`src/rtl/lcd_num_ctrl_if.sv`:
```
// Value-in / LCD-pins-out bundle for the numeric LCD controller.
// The slave side is the controller; the master side feeds values and watches the pins.
interface lcd_num_ctrl_if #(
   parameter int NUM_DIGITS = 4
);
   logic                    i_valid;
   logic [4*NUM_DIGITS-1:0] i_bcd;
   logic                    i_neg;
   logic                    i_blankLz;
   logic [7:0]              o_lcdData;
   logic                    o_rs;
   logic                    o_wr;
   logic                    o_en;
   logic                    o_busy;
   logic                    o_done;

   modport slave (
      input  i_valid, i_bcd, i_neg, i_blankLz,
      output o_lcdData, o_rs, o_wr, o_en, o_busy, o_done
   );

   modport master (
      output i_valid, i_bcd, i_neg, i_blankLz,
      input  o_lcdData, o_rs, o_wr, o_en, o_busy, o_done
   );
endinterface

```
`src/rtl/lcd_num_ctrl.sv`:
```
// HD44780-class LCD driver: self-run power-up/init, then redraws a signed BCD
// readout with decimal point, degree sign and unit letter whenever a new value is pending.
module lcd_num_ctrl #(
   parameter int         NUM_DIGITS   = 4,
   parameter int         FRAC_DIGITS  = 2,
   parameter int         EN_HIGH_CYC  = 12,
   parameter int         CMD_WAIT_CYC = 2000,
   parameter int         CLR_WAIT_CYC = 80000,
   parameter int         POWERUP_CYC  = 750000,
   parameter logic [7:0] UNIT_CHAR    = 8'h43
) (
   input logic           clk,
   input logic           rst,
   lcd_num_ctrl_if.slave bus
);

   localparam int         HAS_PT     = (FRAC_DIGITS > 0) ? 1 : 0;
   localparam int         INT_DIGITS = NUM_DIGITS - FRAC_DIGITS;
   localparam int         NUM_CHARS  = NUM_DIGITS + 4 + HAS_PT;
   localparam logic [3:0] LAST_CHAR  = 4'(NUM_CHARS - 1);
   localparam logic [3:0] LAST_INIT  = 4'd3;

   typedef enum logic [2:0] {PWRUP, INIT, IDLE, ADDR, CHARS} state_t;
   typedef enum logic [1:0] {SETUP, EN_HI, HOLD} phase_t;

   state_t                  r_state, w_stateNext;
   phase_t                  r_phase, w_phaseNext;
   logic [31:0]             r_cnt, w_cntNext;
   logic [3:0]              r_idx, w_idxNext;
   logic                    r_pend;
   logic [4*NUM_DIGITS-1:0] r_bufBcd, r_frmBcd;
   logic                    r_bufNeg, r_bufBlz, r_frmNeg, r_frmBlz;
   logic                    w_consume;
   logic                    w_byteEnd;
   logic [7:0]              w_byte, w_char;
   logic [31:0]             w_waitLen;
   logic [7:0]              w_digChar [NUM_DIGITS];

   // Leading-zero blanking stops at the first nonzero digit and never touches the units digit.
   always_comb begin
      logic       allZero;
      logic [3:0] nib;
      allZero = 1'b1;
      nib     = 4'd0;
      for (int d = 0; d < NUM_DIGITS; d++) begin
         nib     = r_frmBcd[4*(NUM_DIGITS-1-d) +: 4];
         allZero = allZero & (nib == 4'd0);
         if (nib > 4'd9) w_digChar[d] = 8'h3F;
         else            w_digChar[d] = {4'h3, nib};
         if (r_frmBlz && allZero && (d < INT_DIGITS - 1)) w_digChar[d] = 8'h20;
      end
   end

   always_comb begin
      w_char = UNIT_CHAR;
      if (r_idx == 4'd0)
         w_char = r_frmNeg ? 8'h2D : 8'h20;
      else if ((HAS_PT != 0) && (r_idx == 4'(INT_DIGITS + 1)))
         w_char = 8'h2E;
      else if (r_idx == 4'(NUM_DIGITS + HAS_PT + 1))
         w_char = 8'h20;
      else if (r_idx == 4'(NUM_DIGITS + HAS_PT + 2))
         w_char = 8'hDF;
      else if (r_idx <= 4'(NUM_DIGITS + HAS_PT)) begin
         for (int d = 0; d < NUM_DIGITS; d++) begin
            if (r_idx == 4'(d + 1 + (((HAS_PT != 0) && (d >= INT_DIGITS)) ? 1 : 0)))
               w_char = w_digChar[d];
         end
      end
   end

   always_comb begin
      w_byte = 8'h00;
      case (r_state)
         INIT: begin
            case (r_idx)
               4'd0:    w_byte = 8'h38;
               4'd1:    w_byte = 8'h0C;
               4'd2:    w_byte = 8'h06;
               default: w_byte = 8'h01;
            endcase
         end
         ADDR:    w_byte = 8'h80;
         CHARS:   w_byte = w_char;
         default: w_byte = 8'h00;
      endcase
   end

   assign w_waitLen = (w_byte == 8'h01) ? 32'(CLR_WAIT_CYC) : 32'(CMD_WAIT_CYC);
   assign w_byteEnd = (r_phase == HOLD) && (r_cnt == w_waitLen - 32'd1);

   always_comb begin
      w_stateNext = r_state;
      w_phaseNext = r_phase;
      w_cntNext   = r_cnt + 32'd1;
      w_idxNext   = r_idx;
      w_consume   = 1'b0;
      case (r_state)
         PWRUP: begin
            if (r_cnt == 32'(POWERUP_CYC - 1)) begin
               w_stateNext = INIT;
               w_phaseNext = SETUP;
               w_cntNext   = 32'd0;
               w_idxNext   = 4'd0;
            end
         end
         IDLE: begin
            w_cntNext = 32'd0;
            if (r_pend) begin
               w_consume   = 1'b1;
               w_stateNext = ADDR;
               w_phaseNext = SETUP;
               w_idxNext   = 4'd0;
            end
         end
         default: begin
            case (r_phase)
               SETUP: begin
                  w_phaseNext = EN_HI;
                  w_cntNext   = 32'd0;
               end
               EN_HI: begin
                  if (r_cnt == 32'(EN_HIGH_CYC - 1)) begin
                     w_phaseNext = HOLD;
                     w_cntNext   = 32'd0;
                  end
               end
               default: begin
                  if (w_byteEnd) begin
                     w_phaseNext = SETUP;
                     w_cntNext   = 32'd0;
                     w_idxNext   = r_idx + 4'd1;
                     if (r_state == INIT && r_idx == LAST_INIT) begin
                        w_stateNext = IDLE;
                        w_idxNext   = 4'd0;
                     end else if (r_state == ADDR) begin
                        w_stateNext = CHARS;
                        w_idxNext   = 4'd0;
                     end else if (r_state == CHARS && r_idx == LAST_CHAR) begin
                        w_stateNext = IDLE;
                        w_idxNext   = 4'd0;
                     end
                  end
               end
            endcase
         end
      endcase
   end

   // A value arriving on the same edge IDLE consumes the buffer wins and stays pending.
   always_ff @(posedge clk) begin
      if (!rst) begin
         r_state  <= PWRUP;
         r_phase  <= SETUP;
         r_cnt    <= 32'd0;
         r_idx    <= 4'd0;
         r_pend   <= 1'b0;
         r_bufBcd <= '0;
         r_bufNeg <= 1'b0;
         r_bufBlz <= 1'b0;
         r_frmBcd <= '0;
         r_frmNeg <= 1'b0;
         r_frmBlz <= 1'b0;
      end else begin
         r_state <= w_stateNext;
         r_phase <= w_phaseNext;
         r_cnt   <= w_cntNext;
         r_idx   <= w_idxNext;
         if (bus.i_valid) begin
            r_bufBcd <= bus.i_bcd;
            r_bufNeg <= bus.i_neg;
            r_bufBlz <= bus.i_blankLz;
            r_pend   <= 1'b1;
         end else if (w_consume) begin
            r_pend <= 1'b0;
         end
         if (w_consume) begin
            r_frmBcd <= r_bufBcd;
            r_frmNeg <= r_bufNeg;
            r_frmBlz <= r_bufBlz;
         end
      end
   end

   assign bus.o_lcdData = w_byte;
   assign bus.o_rs      = (r_state == CHARS);
   assign bus.o_wr      = 1'b0;
   assign bus.o_en      = (r_phase == EN_HI);
   assign bus.o_busy    = (r_state != IDLE);
   assign bus.o_done    = (r_state == CHARS) && w_byteEnd && (r_idx == LAST_CHAR);

endmodule
```
`src/flat_wrapper.sv`:
```
// flat-port wrapper written by rule: the top's interface ports become plain ports
module lcd_num_ctrl_flat 
#(
   parameter int         NUM_DIGITS   = 4,
   parameter int         FRAC_DIGITS  = 2,
   parameter int         EN_HIGH_CYC  = 12,
   parameter int         CMD_WAIT_CYC = 2000,
   parameter int         CLR_WAIT_CYC = 80000,
   parameter int         POWERUP_CYC  = 750000,
   parameter logic [7:0] UNIT_CHAR    = 8'h43
)
  (clk, rst, bus_i_valid, bus_i_bcd, bus_i_neg, bus_i_blankLz, bus_o_lcdData, bus_o_rs, bus_o_wr, bus_o_en, bus_o_busy, bus_o_done);
  lcd_num_ctrl_if #(.NUM_DIGITS(NUM_DIGITS)) bus_i ();
  input logic clk;
  input logic rst;
  input wire logic [$bits(bus_i.i_valid)-1:0] bus_i_valid;
  input wire logic [$bits(bus_i.i_bcd)-1:0] bus_i_bcd;
  input wire logic [$bits(bus_i.i_neg)-1:0] bus_i_neg;
  input wire logic [$bits(bus_i.i_blankLz)-1:0] bus_i_blankLz;
  output wire logic [$bits(bus_i.o_lcdData)-1:0] bus_o_lcdData;
  output wire logic [$bits(bus_i.o_rs)-1:0] bus_o_rs;
  output wire logic [$bits(bus_i.o_wr)-1:0] bus_o_wr;
  output wire logic [$bits(bus_i.o_en)-1:0] bus_o_en;
  output wire logic [$bits(bus_i.o_busy)-1:0] bus_o_busy;
  output wire logic [$bits(bus_i.o_done)-1:0] bus_o_done;
  assign bus_i.i_valid = bus_i_valid;
  assign bus_i.i_bcd = bus_i_bcd;
  assign bus_i.i_neg = bus_i_neg;
  assign bus_i.i_blankLz = bus_i_blankLz;
  assign bus_o_lcdData = bus_i.o_lcdData;
  assign bus_o_rs = bus_i.o_rs;
  assign bus_o_wr = bus_i.o_wr;
  assign bus_o_en = bus_i.o_en;
  assign bus_o_busy = bus_i.o_busy;
  assign bus_o_done = bus_i.o_done;
  lcd_num_ctrl #(.NUM_DIGITS(NUM_DIGITS), .FRAC_DIGITS(FRAC_DIGITS), .EN_HIGH_CYC(EN_HIGH_CYC), .CMD_WAIT_CYC(CMD_WAIT_CYC), .CLR_WAIT_CYC(CLR_WAIT_CYC), .POWERUP_CYC(POWERUP_CYC), .UNIT_CHAR(UNIT_CHAR)) u_core (.clk(clk), .rst(rst), .bus(bus_i));
endmodule
```
`config.mk`:
```
export PLATFORM = sky130hd
export DESIGN_NAME = lcd_num_ctrl_flat
export DESIGN_NICKNAME = d
export VERILOG_FILES = /design/src/rtl/lcd_num_ctrl_if.sv /design/src/rtl/lcd_num_ctrl.sv /design/src/flat_wrapper.sv
export SDC_FILE = /design/constraint.sdc
export NUM_CORES = 1
export LEC_CHECK = 0
export BUFFER_PORTS_ARGS = -buffer_cell sky130_fd_sc_hd__buf_4
export CORE_MARGIN = 10
export CORE_UTILIZATION = 45
export DETAILED_ROUTE_END_ITERATION = 16
export GPL_TIMING_DRIVEN = 0
export SLEW_MARGIN = 40
export SYNTH_ARGS = -nofsm -noshare
export SYNTH_HDL_FRONTEND = slang
export SYNTH_SLANG_ARGS = --single-unit
```
`constraint.sdc`:
```
create_clock -name clk -period 5.9 [get_ports clk]
set_input_delay 0.885 -clock clk [delete_from_list [all_inputs] [get_ports clk]]
set_output_delay 0.885 -clock clk [all_outputs]
set_load 0.01 [all_outputs]
```
==> results of run 1 <==
worst max-delay path, delay by kind of cell (launching register included):
kind / cells / cell delay (ps)
buf+inv: 2 / 260
simple gates: 3 / 590
mux: 1 / 270
flops: 1 / 360
fa+ha+maj: 1 / 290
compound gates: 1 / 550
power by group:
part	total [uW]	switching, uW	internal [uW]
combinational	80.0	41.2	38.8
clock	367	201	166
sequential	548	10.3	538
total	995	253	743
registers in the layout (all words and copies together) (netlist names):
signal	count
u_core.r_idx	4
u_core.r_cnt	32
u_core.r_bufBcd	16
u_core.r_state	3
u_core.r_frmBlz	1
u_core.r_phase	2
u_core.r_frmNeg	1
u_core.r_frmBcd	16
u_core.r_pend	1
u_core.r_bufNeg	1
u_core.r_bufBlz	1
area by class of cell:
class | count | area share (%)
buffer | 21 | 2.29
clock buffer | 10 | 3.00
clock inverter | 6 | 0.956
inverter | 9 | 0.737
multi-input combinational | 380 | 50.9
sequential | 78 | 34.1
tap | 108 | 2.95
timing repair buffer | 31 | 5.08
cell usage after synthesis (2+ instances only):
master     n  area (um2)
o221ai_1   2        17.5
nor3b_1    4        30.0
and4_1     4        35.0
nor3_1     6        30.0
a21o_1     4        30.0
nand4_1   11        68.8
nor2b_1   22         138
xor2_1    18         158
o31ai_1    2        15.0
and2_1     3        18.8
or4_1      4        30.0
inv_1      9        33.8
a21boi_0  20         150
a22oi_1    2        15.0
buf_6      3        33.8
xnor2_1   12         105
mux2i_1   23         230
nand3b_1   2        15.0
ha_1       6        75.1
o21ai_0   14        70.1
a221oi_1   2        17.5
dfxtp_1   78        1560
nand2b_1   4        25.0
nand2_1   72         270
and3_1     8        50.1
o22ai_1    5        31.3
o211ai_1   2        15.0
nor4_1     7        43.8
a21oi_1   10        50.1
nand3_1   18        90.1
clkbuf_1  16        60.1
or2_2      3        18.8
a31oi_1    3        18.8
nor2_1    62         233
nand4b_1   5        43.8
stage by stage:
step                      instances  hold slack, ps  power (uW)
after floorplan                 488             437         611
after global placement          627             450         639
after detailed placement        627             460         641
after CTS                       643             473        1010
after global routing            643             497        1040
final                           643             472         995
kinds of logic (layout without fill, tap and decap cells):
| family | Yosys count | after routing |
|---|---|---|
| compound gates | 80 | 80 |
| fa+ha+maj | 6 | 6 |
| simple gates | 240 | 240 |
| buf+inv | 30 | 77 |
| xor+xnor | 30 | 30 |
| mux | 23 | 23 |
| other cells | 1 | 1 |
| flops | 78 | 78 |
metal layers:
layer,vias up,track usage [%]
li1,1796,-
met1,1610,21.1
met2,52,22.8
met3,9,4.04
met4,0,5.26
met5,-,0
path summary, 6_finish.rpt:
kind / slack (ps) / endpoint / startpoint
worst min-delay path: 470 / u_core.r_frmBcd[8]$_SDFFE_PN0P_ / u_core.r_frmBcd[8]$_SDFFE_PN0P_
worst max register to register: 3110 / u_core.r_cnt[7]$_SDFF_PN0_ / u_core.r_idx[0]$_SDFFE_PN0P_
worst max-delay path: 2330 / bus_o_done / u_core.r_idx[0]$_SDFFE_PN0P_
worst min register to register: 470 / u_core.r_frmBcd[8]$_SDFFE_PN0P_ / u_core.r_frmBcd[8]$_SDFFE_PN0P_
==> metrics.csv, run 1 <==
metric;value;unit
synth_ff_type;dfxtp_1;
top_layer;met4;
maxCapViolations;0;
cts_setup_buffers;0;
hpwl;7.40;mm
critPathCaptureType;primary output;
synthArstFlopShare;0;%
overflow;0;
layout_setup_ws;2330;ps
core;0.00872;mm2
worst_slew_pin_slew;755;ps
muxShareOfSynthArea;5.71;%
required;5020;ps
synth_cell_types;57;
final_cell_area;0.00458;mm2
final_util;52.6;%
wl_met3;458;um
fill_cells;865;
path_cells;inv_1 -> ha_1 -> nor3_1 -> o31ai_1 -> mux2i_1 -> or2_2 -> nor2_1 -> buf_4;
synthCells;488;
ctsLongestPathBuffers;2;
cts_max_level;3;
diodes;0;
synth-xor-area-share;6.51;%
first_pass_iters;4;
power_density;217;mW/mm2
fmax;0.280;GHz
cts_root_buffer;clkbuf_8;
grt_max_degree;15;
synth-compound-area-share;14.0;%
start_util;46.3;%
finalHoldViolCount;0;
grt_pass1_wl;16.6;mm
hold_path_depth;2;
cts.sinks;78;
ant_nets;0;
min_path_type;reg2reg;
seq_area;0.00156;mm2
die_h;115;um
viasPerCell;5.39;
synthToLayoutAreaGrowth;13.6;%
synth_edf_count;0;
min_period_over_period;60.5;%
ys_seq_elements;78;
die-area;0.0132;mm2
grtUsageTotal;15.4;%
insertion_delay;360;ps
synth_adder_area_share;1.86;%
critical_path.max_stage_delay;550;ps
crit_path_start_kind;flip-flop;
synth_top_family_by_area;simple AND/OR/NAND/NOR gates;
dr_wl_met2;4.23;mm
dpl_cell_area;0.00440;mm2
rows;34;
multi_input_comb_area;0.00233;mm2
antenna_found_initial;0;
ioPinCount;34;
cp_data_arrival_time;2680;ps
crit_fanout;5;
setup-violations-final;0;
fin_tns_setup;0;ps
synth-simple-area-share;29.7;%
wl;9.66;mm
first_global_vias;3295;
drive_above_1_share;10.8;%
postCtsResizedCells;0;
slew_headroom;49.7;%
routabilityCongestion;0.907;
min_period;3570;ps
cts_hold_buf;0;
final_cell_mix;dfxtp_1 (78), nand2_1 (72), nor2_1 (62);
rr_worst_depth;9;
criticalPathCategory;reg2out;
dr_total_vias;3467;
syn_area;0.00403;mm2
first_iter_violations;240;
cts_buffers;9;
die_x;115;um
yosysSeqAreaShare;38.7;%
crit_path_top_delay_cell;o31ai_1;
clkTransAtPathRegs;80;ps
post-place-ws;2750;ps
synth_nets;515;
cts_tree;done;
syn_avg_cell_area;8.27;um2
numPortBuffers;31;
p_leak;0.00170;uW
drt-met1-wl;4.85;mm
num-nets-final;557;
vdd_drop_max;118;uV
status;finished, final reports clean;
finalMaxSlewViolations;0;
fin_skew;9.95;ps
drc;0;
rsz0062_at_grt;no;
ys_warn_count;0;
final_common_cell;dfxtp_1;
wl_per_cell;15.0;um
No activity file was read; power rests on OpenSTA's default activity.
==> run 2, diff against run 1 <==
--- a/config.mk
+++ b/config.mk
@@ -10,6 +10,7 @@
 export CORE_UTILIZATION = 45
 export DETAILED_ROUTE_END_ITERATION = 16
 export GPL_TIMING_DRIVEN = 0
+export PLACE_DENSITY = 0.65
 export SLEW_MARGIN = 40
 export SYNTH_ARGS = -nofsm -noshare
 export SYNTH_HDL_FRONTEND = slang
==> constraint.sdc (replaced) <==
create_clock -name clk -period 3.25 [get_ports clk]
set_input_delay 0.4875 -clock clk [delete_from_list [all_inputs] [get_ports clk]]
set_output_delay 0.4875 -clock clk [all_outputs]
set_load 0.01 [all_outputs]
==> run 2 against run 1 <==
Effect of this change: first-iteration DRC count decreased by 22%; via count is 1.8% higher; worst hold slack worse by 67 ps; critical endpoint unchanged; flip-flop and latch count stayed put; core utilization increased by 0.55 points; highest routed layer unchanged; critical path type unchanged; global-route usage shrank 0.74 points; non-clock buffer count stayed put; wire length fell by 1.7%.
==> metrics.csv, run 2 (synthesized netlist as in run 1, its figures left out) <==
metric;value;unit;change
die-area;0.0132;mm2;unchanged
crit_path_start;u_core.r_idx[0]$_SDFFE_PN0P_;;unchanged
r2r_start;u_core.r_cnt[0]$_SDFF_PN0_;;was u_core.r_idx[0]$_SDFFE_PN0P_
final_cells;642;;was 643
cts_tree;done;;unchanged
cts.sinks;78;;unchanged
hpwl;7.22;mm;was 7.40 mm
antenna_found_initial;0;;unchanged
final_cell_mix;dfxtp_1 (78), nand2_1 (72), nor2_1 (61);;was dfxtp_1 (78), nand2_1 (72), nor2_1 (62)
slew_headroom;49.9;%;was 49.7%
path_cells;inv_1 -> ha_1 -> nor3_1 -> o31ai_2 -> mux2i_1 -> or2_2 -> nor2_1 -> buf_4;;was inv_1 -> ha_1 -> nor3_1 -> o31ai_1 -> mux2i_1 -> or2_2 -> nor2_1 -> buf_4
worstHoldStart;bus_i_bcd[12];;was u_core.r_frmBcd[8]$_SDFFE_PN0P_
crit_path_start_kind;flip-flop;;unchanged
cts_root_buffer;clkbuf_8;;unchanged
cp_data_arrival_time;2440;ps;was 2680 ps
synthToLayoutAreaGrowth;14.8;%;was 13.6%
critical_path.max_stage_delay;380;ps;was 550 ps
fin_skew;12.0;ps;was 9.95 ps
min_period;2930;ps;
status;finished, final reports clean;;unchanged
dr_total_vias;3528;;was 3,467
dp_cells;627;;unchanged
largest_reg_flops;32;;unchanged
ant_nets;0;;unchanged
start_util;46.3;%;unchanged
grtUsageTotal;14.7;%;was 15.4%
worst_slew_pin_slew;751;ps;was 755 ps
min_path_type;in2reg;;was reg2reg
layout_setup_ws;318;ps;was 2330 ps
total_power;1940;uW;was 995 uW
vdd_drop_max;268;uV;was 118 uV
min_period_over_period;90.2;%;
required;2760;ps;was 5020 ps
critPathCaptureType;primary output;;unchanged
grt_pass1_wl;16.0;mm;was 16.6 mm
overflow;0;;unchanged
cts_setup_buffers;0;;unchanged
wl;9.50;mm;was 9.66 mm
rsz0062_at_grt;no;;unchanged
insertion_delay;340;ps;was 360 ps
wl_per_cell;14.8;um;was 15.0 um
die_x;115;um;unchanged
maxCapViolations;0;;unchanged
viasPerCell;5.50;;was 5.39
first_global_vias;3323;;was 3,295
cts_buffers;9;;unchanged
drc;0;;unchanged
clkTransAtPathRegs;80;ps;about the same
fmax;0.341;GHz;
die_h;115;um;unchanged
num-nets-final;557;;unchanged
criticalPathCategory;reg2out;;unchanged
top_register;u_core.r_cnt;;unchanged
p_leak;0.00172;uW;was 0.00170 uW
crit_path_top_delay_cell;o31ai_2;;was o31ai_1
crit_fanout;5;;unchanged
ctsLongestPathBuffers;2;;unchanged
first_pass_iters;5;;was 4
first_iter_violations;187;;was 240
finalHoldViolCount;0;;unchanged
final_common_cell;dfxtp_1;;unchanged
core;0.00872;mm2;unchanged
reg_top3;u_core.r_cnt (32), u_core.r_bufBcd (16), u_core.r_frmBcd (16);;unchanged
power_density;418;mW/mm2;was 217 mW/mm2
routabilityCongestion;0.872;;was 0.907
diodes;0;;unchanged
cts_max_level;3;;unchanged
final_util;53.1;%;was 52.6%
fin_tns_setup;0;ps;unchanged
numPortBuffers;31;;unchanged
finalMaxSlewViolations;0;;unchanged
post-place-ws;491;ps;was 2750 ps
rows;34;;unchanged
drive_above_1_share;11.2;%;was 10.8%
setup-violations-final;0;;unchanged
ioPinCount;34;;unchanged
grt_max_degree;14;;was 15
run 2: changes by cell type in the layout (fill, tap and decap cells not counted), sizes merged:
cell	previous run	this run
bufinv	0	2
clkinv	3	2
clkinvlp	1	0
inv	11	10
run 2: final timing paths:
kind                                       to  slack [ps]  cells past startpoint
max reg2reg       u_core.r_cnt[30]$_SDFF_PN0_         580                      8
max                                bus_o_done         320                      8
min reg2reg  u_core.r_frmBcd[15]$_SDFFE_PN0P_         470                      2
min          u_core.r_bufBcd[12]$_SDFFE_PN0P_         400                      3
run 2: metal layers:
| metal | track usage [%] | wire [um] | vias up |
|---|---|---|---|
| met4 | 4.43 | 95 | 0 |
| met5 | 0 | 0 | - |
| li1 | - | - | 1788 |
| met3 | 3.77 | 446 | 8 |
| met1 | 19.6 | 4680 | 1653 |
| met2 | 22.6 | 4280 | 79 |
run 2: critical path: cells and delay by family (launching register included):
| kind | cells | cell delay, ps |
|---|---|---|
| DFF | 1 | 360 |
| buffers and inverters | 2 | 270 |
| and+or+nand+nor | 3 | 590 |
| AOI/OAI and AO/OA | 1 | 380 |
| muxes | 1 | 210 |
| adders and majority gates | 1 | 300 |
run 2: metrics by stage:
step                hold WS [ps]  area [um2]
global route                 396        4630
global placement             456        4400
detailed placement           464        4400
floorplan                    437        4030
CTS                          392        4620
finish                       405        4630
run 2: power by group:
part	total, uW	internal (uW)	switching (uW)
logic	146	70.7	75.6
clock network	795	452	343
registers	994	976	18.0
total	1940	1500	437
run 2: layout make-up:
cell class,count,area [um2]
Multi-Input combinational cell,380,2340
Clock inverter,5,82.6
Buffer,21,106
Clock buffer,10,138
Timing Repair Buffer,31,233
Sequential cell,78,1560
Tap cell,108,135
Inverter,9,33.8
Fill cell,848,4090
run 2: what timing repair did:
action                     in CTS  in global routing
gates resized for setup         0                  4
hold buffers                    0                  0
setup endpoints to repair       0                  3
